### src/rtl/udp_panel_stream_writer.sv
// Framed UDP pixel stream to LED panel framebuffer writes (header word + auto-addressed pixels).
// Optional feature macro: UDP_PANEL_STATS_EN builds the stat_pkts/stat_drops counters.
module udp_panel_stream_writer #(
  parameter logic [7:0] PORT_MSB = 8'h80,
  parameter int         PANELS   = 6,
  parameter int         ADDR_W   = 14,
  parameter int         COLOR_W  = 6
) (
  input  logic              clk,
  input  logic              reset,
  input  logic              udp_source_valid,
  input  logic              udp_source_last,
  output logic              udp_source_ready,
  input  logic [15:0]       udp_source_src_port,
  input  logic [15:0]       udp_source_dst_port,
  input  logic [31:0]       udp_source_ip_address,
  input  logic [15:0]       udp_source_length,
  input  logic [31:0]       udp_source_data,
  input  logic [3:0]        udp_source_error,
  input  logic              ctrl_busy,
  output logic [PANELS-1:0] ctrl_en,
  output logic [15:0]       ctrl_addr,
  output logic [23:0]       ctrl_wdat,
  output logic              led_reg,
  output logic [15:0]       stat_pkts,
  output logic [15:0]       stat_drops
);

  typedef enum logic [1:0] {IDLE = 2'd0, STREAM = 2'd1, DRAIN = 2'd2} state_t;

  localparam int SHIFT = 8 - COLOR_W;

  state_t            state_r, state_s;
  logic [PANELS-1:0] mask_r, mask_s;
  logic [ADDR_W-1:0] addr_r, addr_s;
  logic [15:0]       count_r, count_s;
  logic              xfer_s, port_match_s, beat_err_s;
  logic              write_s, done_s, drop_s;
  logic              unused_inputs;

  // Keep the top COLOR_W bits of a byte, right-justified in an 8-bit lane.
  function automatic logic [7:0] lane(input logic [7:0] b);
    lane = b >> SHIFT;
  endfunction

  assign xfer_s       = udp_source_valid & udp_source_ready;
  assign port_match_s = (udp_source_dst_port[15:8] == PORT_MSB);
  assign beat_err_s   = (udp_source_error != 4'h0);
  assign unused_inputs = ^{udp_source_src_port, udp_source_ip_address, udp_source_length,
                           udp_source_data[31:24], udp_source_dst_port};

  // Ready depends only on state and backpressure; forced low while reset is held.
  always_comb begin
    if (reset) begin
      udp_source_ready = 1'b0;
    end else begin
      case (state_r)
        IDLE:    udp_source_ready = 1'b1;
        STREAM:  udp_source_ready = ~ctrl_busy;
        DRAIN:   udp_source_ready = 1'b1;
        default: udp_source_ready = 1'b0;
      endcase
    end
  end

  // Packet parser: header decode, pixel accounting and drain of unwanted beats.
  always_comb begin
    state_s = state_r;
    mask_s  = mask_r;
    addr_s  = addr_r;
    count_s = count_r;
    write_s = 1'b0;
    done_s  = 1'b0;
    drop_s  = 1'b0;
    case (state_r)
      IDLE: begin
        if (xfer_s) begin
          if (port_match_s && !beat_err_s && !udp_source_last) begin
            mask_s  = udp_source_dst_port[PANELS-1:0];
            addr_s  = udp_source_data[16 +: ADDR_W];
            count_s = udp_source_data[15:0];
            if (udp_source_data[15:0] == 16'h0) begin
              state_s = DRAIN;
              drop_s  = 1'b1;
            end else begin
              state_s = STREAM;
            end
          end else begin
            state_s = udp_source_last ? IDLE : DRAIN;
            drop_s  = port_match_s && (beat_err_s || (udp_source_data[15:0] == 16'h0));
          end
        end else begin
          state_s = IDLE;
        end
      end
      STREAM: begin
        if (xfer_s) begin
          if (beat_err_s) begin
            drop_s  = 1'b1;
            state_s = udp_source_last ? IDLE : DRAIN;
          end else begin
            write_s = 1'b1;
            addr_s  = addr_r + ADDR_W'(1'b1);
            count_s = count_r - 16'd1;
            if (udp_source_last) begin
              done_s  = 1'b1;
              state_s = IDLE;
            end else if (count_r == 16'd1) begin
              done_s  = 1'b1;
              state_s = DRAIN;
            end else begin
              state_s = STREAM;
            end
          end
        end else begin
          state_s = STREAM;
        end
      end
      DRAIN: begin
        if (xfer_s && udp_source_last) begin
          state_s = IDLE;
        end else begin
          state_s = DRAIN;
        end
      end
      default: state_s = IDLE;
    endcase
  end

  // State, header context and the registered write port.
  always_ff @(posedge clk or posedge reset) begin
    if (reset) begin
      state_r   <= IDLE;
      mask_r    <= '0;
      addr_r    <= '0;
      count_r   <= 16'h0;
      ctrl_en   <= '0;
      ctrl_addr <= 16'h0;
      ctrl_wdat <= 24'h0;
      led_reg   <= 1'b1;
    end else begin
      state_r <= state_s;
      mask_r  <= mask_s;
      addr_r  <= addr_s;
      count_r <= count_s;
      ctrl_en <= write_s ? mask_r : '0;
      if (write_s) begin
        ctrl_addr <= 16'(addr_r);
        ctrl_wdat <= {lane(udp_source_data[23:16]), lane(udp_source_data[15:8]),
                      lane(udp_source_data[7:0])};
      end
      if (done_s) begin
        led_reg <= ~led_reg;
      end
    end
  end

`ifdef UDP_PANEL_STATS_EN
  // Saturating packet statistics.
  always_ff @(posedge clk or posedge reset) begin
    if (reset) begin
      stat_pkts  <= 16'h0;
      stat_drops <= 16'h0;
    end else begin
      if (done_s && (stat_pkts != 16'hFFFF)) begin
        stat_pkts <= stat_pkts + 16'd1;
      end
      if (drop_s && (stat_drops != 16'hFFFF)) begin
        stat_drops <= stat_drops + 16'd1;
      end
    end
  end
`else
  logic unused_drop;
  assign unused_drop = drop_s;
  assign stat_pkts   = 16'h0;
  assign stat_drops  = 16'h0;
`endif

endmodule

### config.mk
export PLATFORM = sky130hd
export DESIGN_NAME = udp_panel_stream_writer
export DESIGN_NICKNAME = d
export VERILOG_FILES = /design/src/rtl/udp_panel_stream_writer.sv
export SDC_FILE = /design/constraint.sdc
export NUM_CORES = 1
export LEC_CHECK = 0
export BUFFER_PORTS_ARGS = -buffer_cell sky130_fd_sc_hd__buf_2
export CAP_MARGIN = 20
export CORE_UTILIZATION = 40
export CTS_BUF_LIST = sky130_fd_sc_hd__clkbuf_4 sky130_fd_sc_hd__clkbuf_8
export DETAILED_ROUTE_END_ITERATION = 10
export PLACE_DENSITY = 0.68
export SLEW_MARGIN = 20
export SYNTH_ARGS = -nofsm -noshare
export SYNTH_HDL_FRONTEND = slang
export SYNTH_SLANG_ARGS = --single-unit
### constraint.sdc
create_clock -name clk -period 2.41 [get_ports clk]
set_input_delay 0.1205 -clock clk [delete_from_list [all_inputs] [get_ports clk]]
set_output_delay 0.1205 -clock clk [all_outputs]
set_load 0.005 [all_outputs]
==> metrics.csv <==
stage,metric,value,unit
run_status,status,"complete, no violations",
timing,finalCritPeriodShare,0.891,
route,drc,0,
finish,stdcell_count,705,
floorplanning,die_area,10600,um^2
floorplanning,start_util,0.415,
finish,final_util,0.499,
logic_synthesis,async_reset_ff_frac,1.00,
route,wl_per_cell,13.8,um
finish,drive_above_1_share,0.240,
worst_setup_path,critPathSlowestCell,or3_1,
timing,hold_viol_final,0,
placement,hpwl,6810,um
timing,holdWs,0.00760,ns
logic_synthesis,syn_area_per_cell,8.83,um^2
worst_setup_path,cp.arrival,2.43,ns
logic_synthesis,synth_edf_count,0,
logic_synthesis,yosysUniqueCellTypes,53,
worst_setup_path,path_cells,"o21ai_1, nand2_1, or3_1, buf_4, a21oi_1, o22a_1",
power_and_ir_drop,power_density,512,nW/um^2
grt,grt.overflow.total,0,
floorplanning,die_h,103,um
finish,largestRegisters,"ctrl_wdat x18, count_r x16",
timing,fin_crit,2.15,ns
power_and_ir_drop,power_leakage,2.60,nW
worst_setup_path,path_max_fanout,18,
grt,antenna_found_initial,0,
floorplanning,row_count,36,
logic_synthesis,synth_top_cell_area_share,0.464,
grt,grt_max_degree,57,
logic_synthesis,yosysMostFrequentCell,nand2_1,
clocking,cts.sinks,77,
timing,setup_viol,0,
clocking,ctsRootBufferMaster,clkbuf_8,
timing,rsz0062_at_grt,no,
timing,tightest_slew,0.649,ns
logic_synthesis,netlist_instances,464,
logic_synthesis,ys_warn_count,0,
route,ant_nets,0,
route,vias_per_cell,5.01,
grt,grtUsageTotal,0.190,
timing,finalSetupTns,0,ns
logic_synthesis,ys_ff_latch,77,
worst_setup_path,critPathKind,reg -> reg,
clocking,cts_tree,built,
floorplanning,chipWidth,103,um
logic_synthesis,seq_area_frac_synth,0.471,
logic_synthesis,synthTopCellsByArea,"dfrtp_1 46%, nand2_1 12%, buf_4 7.3%",
worst_setup_path,max_stage_delay,0.63,ns
clocking,clock_insertion_delay_worst_skew,0.35,ns
grt,use_met3,0.0323,
clocking,htreeDepth,3,
clocking,clk_path_buf_depth,2,
placement,dpl_cell_area,4600,um^2
timing,finalClockSkew,0.0114,ns
worst_setup_path,crit_required,2.70,ns
flow_run,maxCapViolCount,0,
finish,stdcell_area,4930,um^2
logic_synthesis,synth_area,4100,um^2
logic_synthesis,ys.flop_type,dfrtp_1,
floorplanning,pin_count,201,
grt,use_met1,0.245,
route,drt_iter0_drc,146,
clocking,numCtsBuffers,9,
clocking,post_cts_resized,0,
placement,dp_cells,677,
timing,fmax,0.466,GHz
logic_synthesis,yosysTopAreaCell,dfrtp_1,
grt,met2_usage,0.326,
worst_setup_path,start_kind,flip-flop,
route,num_vias,3530,
grt,busiest_layer,met2,
route,wl,9760,um
floorplanning,core,9860,um^2
route,first_pass_iters,5,
timing,max_slew_margin,0.564,
placement,io_buffers,92,
timing,final_max_slew_viol_count,0,
finish,nets,691,
grt,grt_pass1_wl,15600,um
finish,top_register,ctrl_wdat,
finish,diodes,0,
power_and_ir_drop,irDropWorstVdd,0.000242,V
placement,gp_congestion,0.882,
worst_setup_path,worstSetupEndpointType,flip-flop,
clocking,clkTransAtPathRegs,0.07,ns
finish,largest_reg_flops,18,
grt,grt_pass1_vias,3278,
finish,area.growth.synth_to_final,20.3,%
hold_path,min_path_type,in -> reg,
logic_synthesis,synthTopCellsByCount,"126 x nand2_1, 76 x dfrtp_1, 40 x buf_4",
clocking,post_cts_buffers,0,
==> through the flow <==
| stage | power, mW | worst slack (ns) |
|---|---|---|
| after floorplan | 1.47 | 0.256 |
| after detailed placement | 1.52 | 0.273 |
| after CTS | 2.54 | 0.258 |
| after global routing | 2.63 | 0.151 |
| final | 2.52 | 0.263 |
| after global placement | 1.52 | 0.337 |
==> worst paths after layout <==
path / startpoint / endpoint / slack, ns / cells past startpoint
setup / recovery: state_r[1] / count_r[11] / 0.26 / 6
setup reg to reg: state_r[1] / count_r[11] / 0.26 / 6
min in group asynchronous: reset / mask_r[3] / 0.31 / 3
hold / removal: udp_source_data[3] / ctrl_wdat[1] / 0.008 / 3
hold reg to reg: ctrl_wdat[5] / ctrl_wdat[5] / 0.47 / 2
max in group asynchronous: reset / led_reg / 1.44 / 4
==> power by group <==
part	total, mW	internal, mW	switching (mW)	leakage, nW
sequential	1.32	1.31	0.0170	1.05
combinational	0.190	0.0825	0.108	1.45
clock	1.01	0.520	0.486	0.103
==> kinds of logic (layout without fill, tap and decap cells) <==
family | after synthesis | count (layout) | share of synthesized area
adders and majority gates | 3 | 3 | 0.00917
and+or+nand+nor | 206 | 206 | 0.241
AOI/OAI and AO/OA | 97 | 97 | 0.143
DFF | 77 | 77 | 0.471
xor gates and xnor gates | 1 | 1 | 0.00214
muxes | 8 | 8 | 0.0269
buffers and inverters | 71 | 140 | 0.106
other | 1 | 40 | 0.000916
==> critical path: cells and delay by family, from the launching register on <==
family	cells	cell delay (ns)
and+or+nand+nor	2	0.84
AOI/OAI and AO/OA	3	0.52
DFF	1	0.45
buffers and inverters	1	0.28
==> layer usage <==
layer	share of wire	wire, um	up-vias
met5	0	0	-
met4	0.011	106	0
met3	0.042	413	12
met2	0.49	4830	97
met1	0.45	4410	1692
li1	-	-	1729
==> area by class of cell <==
cell class | count | area, um^2
Clock buffer | 11 | 145
Fill cell | 954 | 4940
Timing Repair Buffer | 116 | 696
Sequential cell | 77 | 1930
Inverter | 8 | 31.3
Multi-Input combinational cell | 355 | 1900
Tap cell | 133 | 166
Clock inverter | 5 | 60.1
==> timing repair <==
| action | in CTS | in global routing |
|---|---|---|
| endpoints found under the setup margin | 0 | 0 |
| hold buffers | 12 | 0 |
| hold endpoints to repair | 32 | 0 |
==> placed cells by master (no fill, tap or decap), types with 3 or more instances in the layout <==
cell type / instances
dfrtp_1: 76
o21ai_0: 21
nand4_1: 7
buf_4: 10
ha_1: 3
inv_1: 7
and3_1: 4
conb_1: 40
o22ai_1: 7
o2bb2ai_1: 3
o22a_1: 3
a21oi_1: 34
mux2_4: 6
nand2_1: 126
nor3_1: 6
nand3_1: 9
clkbuf_8: 10
buf_2: 92
a31oi_1: 6
and2_1: 9
nor4_1: 6
o21ai_1: 4
nor2_1: 15
a2bb2oi_1: 3
nand2b_1: 5
dlygate4sd3_1: 12
and4_1: 3
No activity file was read; power rests on OpenSTA's default activity.
